<file path="src/rtl/ps2_pkg.sv">
// Shared constants for the PS/2 keyboard receiver: prefix bytes, frame states and
// the bit layout of the ps2_key event word.
package ps2_pkg;

    localparam logic [7:0] PS2_EXT    = 8'hE0;
    localparam logic [7:0] PS2_BRK    = 8'hF0;
    localparam logic [7:0] PS2_PAUSE  = 8'hE1;
    localparam logic [7:0] PS2_ACK    = 8'hFA;
    localparam logic [7:0] PS2_BAT    = 8'hAA;
    localparam logic [7:0] PS2_ECHO   = 8'hEE;
    localparam logic [7:0] PS2_RESEND = 8'hFE;

    typedef logic [1:0] frame_state_t;
    localparam frame_state_t StIdle   = 2'd0;
    localparam frame_state_t StData   = 2'd1;
    localparam frame_state_t StParity = 2'd2;
    localparam frame_state_t StStop   = 2'd3;

    localparam int unsigned KEY_W        = 11;
    localparam int unsigned KEY_TOGGLE   = 10;
    localparam int unsigned KEY_PRESSED  = 9;
    localparam int unsigned KEY_EXT      = 8;
    localparam int unsigned KEY_CODE_MSB = 7;

    // Controller replies and error codes that never map to a key.
    function automatic logic is_filler_code(input logic [7:0] b);
        return (b == PS2_ACK) || (b == PS2_BAT) || (b == PS2_ECHO) ||
               (b == PS2_RESEND) || (b == 8'h00) || (b == 8'hFF);
    endfunction

endpackage

</file>
<file path="src/rtl/ps2_frame_rx.sv">
// PS/2 frame receiver: pin synchronizers, clock glitch filter, 11-bit frame FSM
// and inter-edge timeout. Emits one byte per good frame or a one-cycle error.
module ps2_frame_rx
    import ps2_pkg::*;
#(
    parameter int unsigned FILTER_LEN     = 4,
    parameter int unsigned TIMEOUT_CYCLES = 716
) (
    input  logic       clk_3m58,
    input  logic       reset,
    input  logic       ps2_clk_i,
    input  logic       ps2_data_i,
    output logic [7:0] byte_o,
    output logic       byte_valid_o,
    output logic       frame_err_o,
    output logic       busy_o
);

    localparam int unsigned FW = $clog2(FILTER_LEN + 1);
    localparam int unsigned TW = $clog2(TIMEOUT_CYCLES + 1);

    logic [1:0]    clk_sync_q, data_sync_q;
    logic          filt_q, filt_d, filt_prev_q, fall_q;
    logic [FW-1:0] fcnt_q, fcnt_d;
    frame_state_t  state_q, state_d;
    logic [2:0]    bit_cnt_q, bit_cnt_d;
    logic [7:0]    shift_q, shift_d;
    logic          parity_q, parity_d;
    logic          byte_valid_q, byte_valid_d;
    logic [TW-1:0] tcnt_q, tcnt_d;
    logic          err, timeout, data_bit;

    assign data_bit = data_sync_q[1];

    always_comb begin
        filt_d = filt_q;
        fcnt_d = '0;
        if (clk_sync_q[1] != filt_q) begin
            if (fcnt_q == FW'(FILTER_LEN - 1)) begin
                filt_d = clk_sync_q[1];
            end else begin
                fcnt_d = fcnt_q + 1'b1;
            end
        end
    end

    // A fall in the same cycle wins over the timeout.
    assign timeout = (state_q != StIdle) && !fall_q && (tcnt_q == TW'(TIMEOUT_CYCLES));

    always_comb begin
        state_d      = state_q;
        bit_cnt_d    = bit_cnt_q;
        shift_d      = shift_q;
        parity_d     = parity_q;
        byte_valid_d = 1'b0;
        err          = 1'b0;
        if (timeout) begin
            state_d = StIdle;
            err     = 1'b1;
        end else if (fall_q) begin
            case (state_q)
                StIdle: begin
                    if (!data_bit) begin
                        state_d   = StData;
                        bit_cnt_d = 3'd0;
                    end else begin
                        err = 1'b1;
                    end
                end
                StData: begin
                    shift_d   = {data_bit, shift_q[7:1]};
                    bit_cnt_d = bit_cnt_q + 3'd1;
                    if (bit_cnt_q == 3'd7) state_d = StParity;
                end
                StParity: begin
                    parity_d = data_bit;
                    state_d  = StStop;
                end
                default: begin
                    if (data_bit && (^{shift_q, parity_q})) byte_valid_d = 1'b1;
                    else err = 1'b1;
                    state_d = StIdle;
                end
            endcase
        end
    end

    always_comb begin
        if (fall_q || timeout || (state_q == StIdle)) tcnt_d = '0;
        else tcnt_d = tcnt_q + 1'b1;
    end

    always_ff @(posedge clk_3m58) begin
        if (reset) begin
            clk_sync_q   <= 2'b11;
            data_sync_q  <= 2'b11;
            filt_q       <= 1'b1;
            filt_prev_q  <= 1'b1;
            fall_q       <= 1'b0;
            fcnt_q       <= '0;
            state_q      <= StIdle;
            bit_cnt_q    <= 3'd0;
            shift_q      <= 8'd0;
            parity_q     <= 1'b0;
            byte_valid_q <= 1'b0;
            tcnt_q       <= '0;
        end else begin
            clk_sync_q   <= {clk_sync_q[0], ps2_clk_i};
            data_sync_q  <= {data_sync_q[0], ps2_data_i};
            filt_q       <= filt_d;
            filt_prev_q  <= filt_q;
            fall_q       <= filt_prev_q & ~filt_q;
            fcnt_q       <= fcnt_d;
            state_q      <= state_d;
            bit_cnt_q    <= bit_cnt_d;
            shift_q      <= shift_d;
            parity_q     <= parity_d;
            byte_valid_q <= byte_valid_d;
            tcnt_q       <= tcnt_d;
        end
    end

    assign byte_o       = shift_q;
    assign byte_valid_o = byte_valid_q;
    assign frame_err_o  = err & ~reset;
    assign busy_o       = (state_q != StIdle);

endmodule

</file>
<file path="src/rtl/ps2_keyboard_rx.sv">
// PS/2 keyboard front end: turns received bytes and their E0/F0/E1 prefixes into
// the toggle-flagged 11-bit key event word used by the keypad-matrix logic.
module ps2_keyboard_rx
    import ps2_pkg::*;
#(
    parameter int unsigned FILTER_LEN     = 4,
    parameter int unsigned TIMEOUT_CYCLES = 716
) (
    input  logic             clk_3m58,
    input  logic             reset,
    input  logic             ps2_clk_i,
    input  logic             ps2_data_i,
    output logic [KEY_W-1:0] ps2_key_o,
    output logic             err_o,
    output logic             busy_o
);

    logic [7:0]       rx_byte;
    logic             byte_valid, frame_err;
    logic [KEY_W-1:0] key_q, key_d;
    logic             ext_q, ext_d, rel_q, rel_d;
    logic [2:0]       skip_q, skip_d;

    ps2_frame_rx #(
        .FILTER_LEN     (FILTER_LEN),
        .TIMEOUT_CYCLES (TIMEOUT_CYCLES)
    ) u_frame_rx (
        .clk_3m58     (clk_3m58),
        .reset        (reset),
        .ps2_clk_i    (ps2_clk_i),
        .ps2_data_i   (ps2_data_i),
        .byte_o       (rx_byte),
        .byte_valid_o (byte_valid),
        .frame_err_o  (frame_err),
        .busy_o       (busy_o)
    );

    always_comb begin
        key_d  = key_q;
        ext_d  = ext_q;
        rel_d  = rel_q;
        skip_d = skip_q;
        if (frame_err) begin
            ext_d  = 1'b0;
            rel_d  = 1'b0;
            skip_d = 3'd0;
        end else if (byte_valid) begin
            // Pause is E1 followed by seven bytes that carry no key of their own.
            if (skip_q != 3'd0) begin
                skip_d = skip_q - 3'd1;
            end else if (rx_byte == PS2_EXT) begin
                ext_d = 1'b1;
            end else if (rx_byte == PS2_BRK) begin
                rel_d = 1'b1;
            end else if (rx_byte == PS2_PAUSE) begin
                skip_d = 3'd7;
            end else begin
                if (!is_filler_code(rx_byte)) begin
                    key_d[KEY_TOGGLE]       = ~key_q[KEY_TOGGLE];
                    key_d[KEY_PRESSED]      = ~rel_q;
                    key_d[KEY_EXT]          = ext_q;
                    key_d[KEY_CODE_MSB:0]   = rx_byte;
                end
                ext_d = 1'b0;
                rel_d = 1'b0;
            end
        end
    end

    always_ff @(posedge clk_3m58) begin
        if (reset) begin
            key_q  <= '0;
            ext_q  <= 1'b0;
            rel_q  <= 1'b0;
            skip_q <= 3'd0;
        end else begin
            key_q  <= key_d;
            ext_q  <= ext_d;
            rel_q  <= rel_d;
            skip_q <= skip_d;
        end
    end

    assign ps2_key_o = key_q;
    assign err_o     = frame_err;

endmodule

</file>
<file path="config.mk">
export PLATFORM = sky130hd
export DESIGN_NAME = ps2_keyboard_rx
export DESIGN_NICKNAME = d
export VERILOG_FILES = /design/src/rtl/ps2_pkg.sv /design/src/rtl/ps2_frame_rx.sv /design/src/rtl/ps2_keyboard_rx.sv
export SDC_FILE = /design/constraint.sdc
export NUM_CORES = 1
export LEC_CHECK = 0
export CELL_PAD_IN_SITES_DETAIL_PLACEMENT = 1
export CELL_PAD_IN_SITES_GLOBAL_PLACEMENT = 2
export CORE_MARGIN = 2
export CORE_UTILIZATION = 38
export CTS_BUF_LIST = sky130_fd_sc_hd__clkbuf_4 sky130_fd_sc_hd__clkbuf_8
export CTS_CLUSTER_DIAMETER = 120
export CTS_CLUSTER_SIZE = 28
export DETAILED_ROUTE_END_ITERATION = 6
export GPL_TIMING_DRIVEN = 1
export PLACE_DENSITY_LB_ADDON = 0.1
export SYNTH_ARGS = -nofsm -noshare
export SYNTH_HDL_FRONTEND = slang
export SYNTH_SLANG_ARGS = --single-unit
</file>
<file path="constraint.sdc">
create_clock -name clk_3m58 -period 2.68 [get_ports clk_3m58]
set_input_delay 0.536 -clock clk_3m58 [delete_from_list [all_inputs] [get_ports clk_3m58]]
set_output_delay 0.536 -clock clk_3m58 [all_outputs]
set_load 0.05 [all_outputs]
</file>
==> out/qor.yml <==
synth_cell_type_count: 42
cp-start-kind: "flip-flop"
p_leak_uw: 0.001003
fin_cells: 363
grt_pass1_vias: 1826
path_max_fanout: 3
dp_hpwl_um: 3520
coreArea_um2: 6026
drt-total-wl_um: 4947
power.density_nw_per_um2: 445.7
hp-class: "reg -> reg"
period_share: 0.9579
clock_sinks: 51
cp_cell_sequence: "xnor2_1 -> xnor3_2 -> a211oi_4 -> nor2_2 -> nor2_2 -> buf_12"
die_area_um2: 6960
num_antenna_cells: 0
cpMaxStageDelayCell: "xnor3_2"
drtIter0Drc: 67
cts_tree: "built"
post-route-min-period_ns: 2.567
multi_input_area_um2: 1287
grt_pass1_wl_um: 8645
rsz0062_at_grt: "no"
crit_family: "XOR/XNOR gates"
fp.dieW_um: 83.43
synthCells: 269
synth_fp_nets: 285
ys_ff_latch: 51
place.gp.congestion: 0.7812
clkTransAtPathRegs_ns: 0.09
fill_cells: 721
cts_setup_buffers: 0
syn_to_final_growth_pct: 16.28
numCtsBuffers: 5
clk_latency_ns: 0.30
worstPathBufferInverterCount: 1
clockRootBuffer: "clkbuf_8"
grt_max_degree: 34
die_height_um: 83.43
cp_data_arrival_time_ns: 2.03
yosysWarningCount: 0
worstMarginPinSlew_ns: 0.5078
clockBufferDepth: 2
nets: 303
port-buffer-count: 16
yosys-top-cells-area: "dfxtp_1 (43%), ha_1 (6.3%), nor2_1 (5.0%)"
setup_viol: 0
critPathMostFrequentCell: "nor2_2"
hold_viol_final: 0
report.final.slew_viol_count: 0
fin_tns_setup_ns: 0
io_pins: 17
max_slew_margin: 0.6604
viasPerCell: 5.019
netlist_area_um2: 2397
vias: 1822
grt.total_usage: 0.1522
placed_cells: 355
initial_utilization: 0.3978
worstPathRequired_ns: 2.14
layout_commonest_cell: "dfxtp_1"
mostFrequentLayoutCells: "dfxtp_1 (49), nor2_1 (30), nand2_1 (21)"
end_kind: "output port"
skew_ns: 0.003295
std_cell_rows: 28
h-tree-depth: 2
status: "finished clean"
max_clock_freq_mhz: 389.5
synth_top_area_cell: "dfxtp_1"
antenna_found_initial: 0
synth_area_per_cell_um2: 8.912
drtAntennaViolNets: 0
ir_worst_vdd_uv: 244.7
drive_above_1_share: 0.1389
cap_violations: 0
grt_overflow_total: 0
drt_pass1_iterations: 4
yosysTopAreaCellShare: 0.4259
cpPeakStageDelay_ns: 0.53
drc: 0
criticalPathCategory: "reg -> out"
register_area_um2: 1023
synth-seq-area-share: 0.4259
post_drt_wl_per_cell_um: 13.63
==> path summary, 6_finish.rpt <==
kind                                                      startpoint                                   end  slack [ns]  depth (start not counted)
worst min register to register  u_frame_rx.data_sync_q[0]$_SDFF_PP1_  u_frame_rx.data_sync_q[1]$_SDFF_PP1_        0.42                          1
worst max-delay path               u_frame_rx.byte_o[1]$_SDFFE_PP0P_                                 err_o        0.11                          6
worst min-delay path            u_frame_rx.data_sync_q[0]$_SDFF_PP1_  u_frame_rx.data_sync_q[1]$_SDFF_PP1_        0.42                          1
worst max register to register     u_frame_rx.byte_o[1]$_SDFFE_PP0P_             ps2_key_o[0]$_SDFFE_PP0P_        0.25                          7
==> state kept, by name, indices dropped and copies added (netlist names), 2 cells and up <==
register / count
skip_q: 3
u_frame_rx.bit_cnt_q: 3
u_frame_rx.data_sync_q: 2
ps2_key_o: 11
u_frame_rx.state_q: 2
u_frame_rx.fcnt_q: 3
u_frame_rx.tcnt_q: 10
u_frame_rx.byte_o: 8
u_frame_rx.clk_sync_q: 2
==> stage by stage <==
| step | util | hold slack [ns] | power, uW | worst slack (ns) | area (um2) |
|---|---|---|---|---|---|
| final | 0.4626 | 0.4188 | 1243 | 0.1129 | 2788 |
| after floorplan | - | 0.3895 | 796.8 | 0.07026 | 2397 |
| after global placement | 0.4421 | 0.3901 | 806.5 | 0.3216 | 2664 |
| after detailed placement | 0.4421 | 0.3983 | 806.4 | 0.2673 | 2664 |
| after global routing | 0.4626 | 0.4319 | 1293 | 0.02356 | 2788 |
| after CTS | 0.4585 | 0.4209 | 1267 | 0.01674 | 2763 |
==> synthesized netlist by cell type <==
| master | instances |
|---|---|
| buf_6 | 2 |
| xor2_2 | 1 |
| a21oi_1 | 14 |
| nand4_1 | 4 |
| or2b_1 | 1 |
| nor3_1 | 3 |
| or3_1 | 2 |
| buf_1 | 1 |
| or4_1 | 2 |
| mux2_2 | 2 |
| nor3b_2 | 1 |
| nand3_1 | 11 |
| xnor3_1 | 1 |
| a22oi_1 | 2 |
| nand3b_1 | 1 |
| o21ai_0 | 6 |
| nor2b_1 | 3 |
| and2_1 | 2 |
| or2_2 | 7 |
| nor4_1 | 1 |
| and4b_1 | 1 |
| mux2i_1 | 11 |
| buf_2 | 1 |
| and4_1 | 1 |
| xnor2_1 | 7 |
| and3_1 | 4 |
| nor4b_2 | 1 |
| nand2b_1 | 18 |
| ha_1 | 12 |
| a31oi_1 | 1 |
| nor4b_1 | 2 |
| a211o_1 | 1 |
| mux2_4 | 1 |
| a41oi_1 | 1 |
| dfxtp_1 | 51 |
| a211oi_1 | 3 |
| nor3b_1 | 2 |
| nor2_1 | 32 |
| clkbuf_1 | 11 |
| inv_1 | 13 |
| nand2_1 | 21 |
| xor2_1 | 7 |
==> cell families (layout without fill, tap and decap cells) <==
logic type / Yosys count / after routing / synth area share
mux: 14 / 14 / 0.06159
flops: 51 / 51 / 0.4259
simple gates: 120 / 120 / 0.2646
buf+inv: 28 / 47 / 0.05062
compound gates: 28 / 28 / 0.06733
xor+xnor: 16 / 16 / 0.06733
fa+ha+maj: 12 / 12 / 0.06263
==> layout make-up <==
class / count / area share
clock buffer: 7 / 0.03007
clock inverter: 1 / 0.001795
inverter: 13 / 0.01750
multi-input combinational: 190 / 0.4618
sequential: 51 / 0.3671
tap: 75 / 0.03366
timing repair buffer: 26 / 0.08797
==> layer usage <==
layer	GRT usage	up-vias	share of wire
met4	0.05279	0	0.015
li1	-	925	-
met2	0.2405	19	0.44
met3	0.03181	8	0.030
met1	0.2066	870	0.52
met5	0	-	0
==> what timing repair did <==
action,CTS,global route
resized for setup,2,9
cloned,0,0
pin swaps,0,2
endpoints found under the setup margin,1,1
endpoints found under the hold margin,0,0
hold buffers,0,0
==> where the power goes <==
| part | internal (uW) | switching, uW |
|---|---|---|
| logic | 12.4 | 13.8 |
| clock network | 204 | 250 |
| registers | 760 | 1.73 |
| total | 977 | 266 |
No activity file was read; power rests on OpenSTA's default activity.
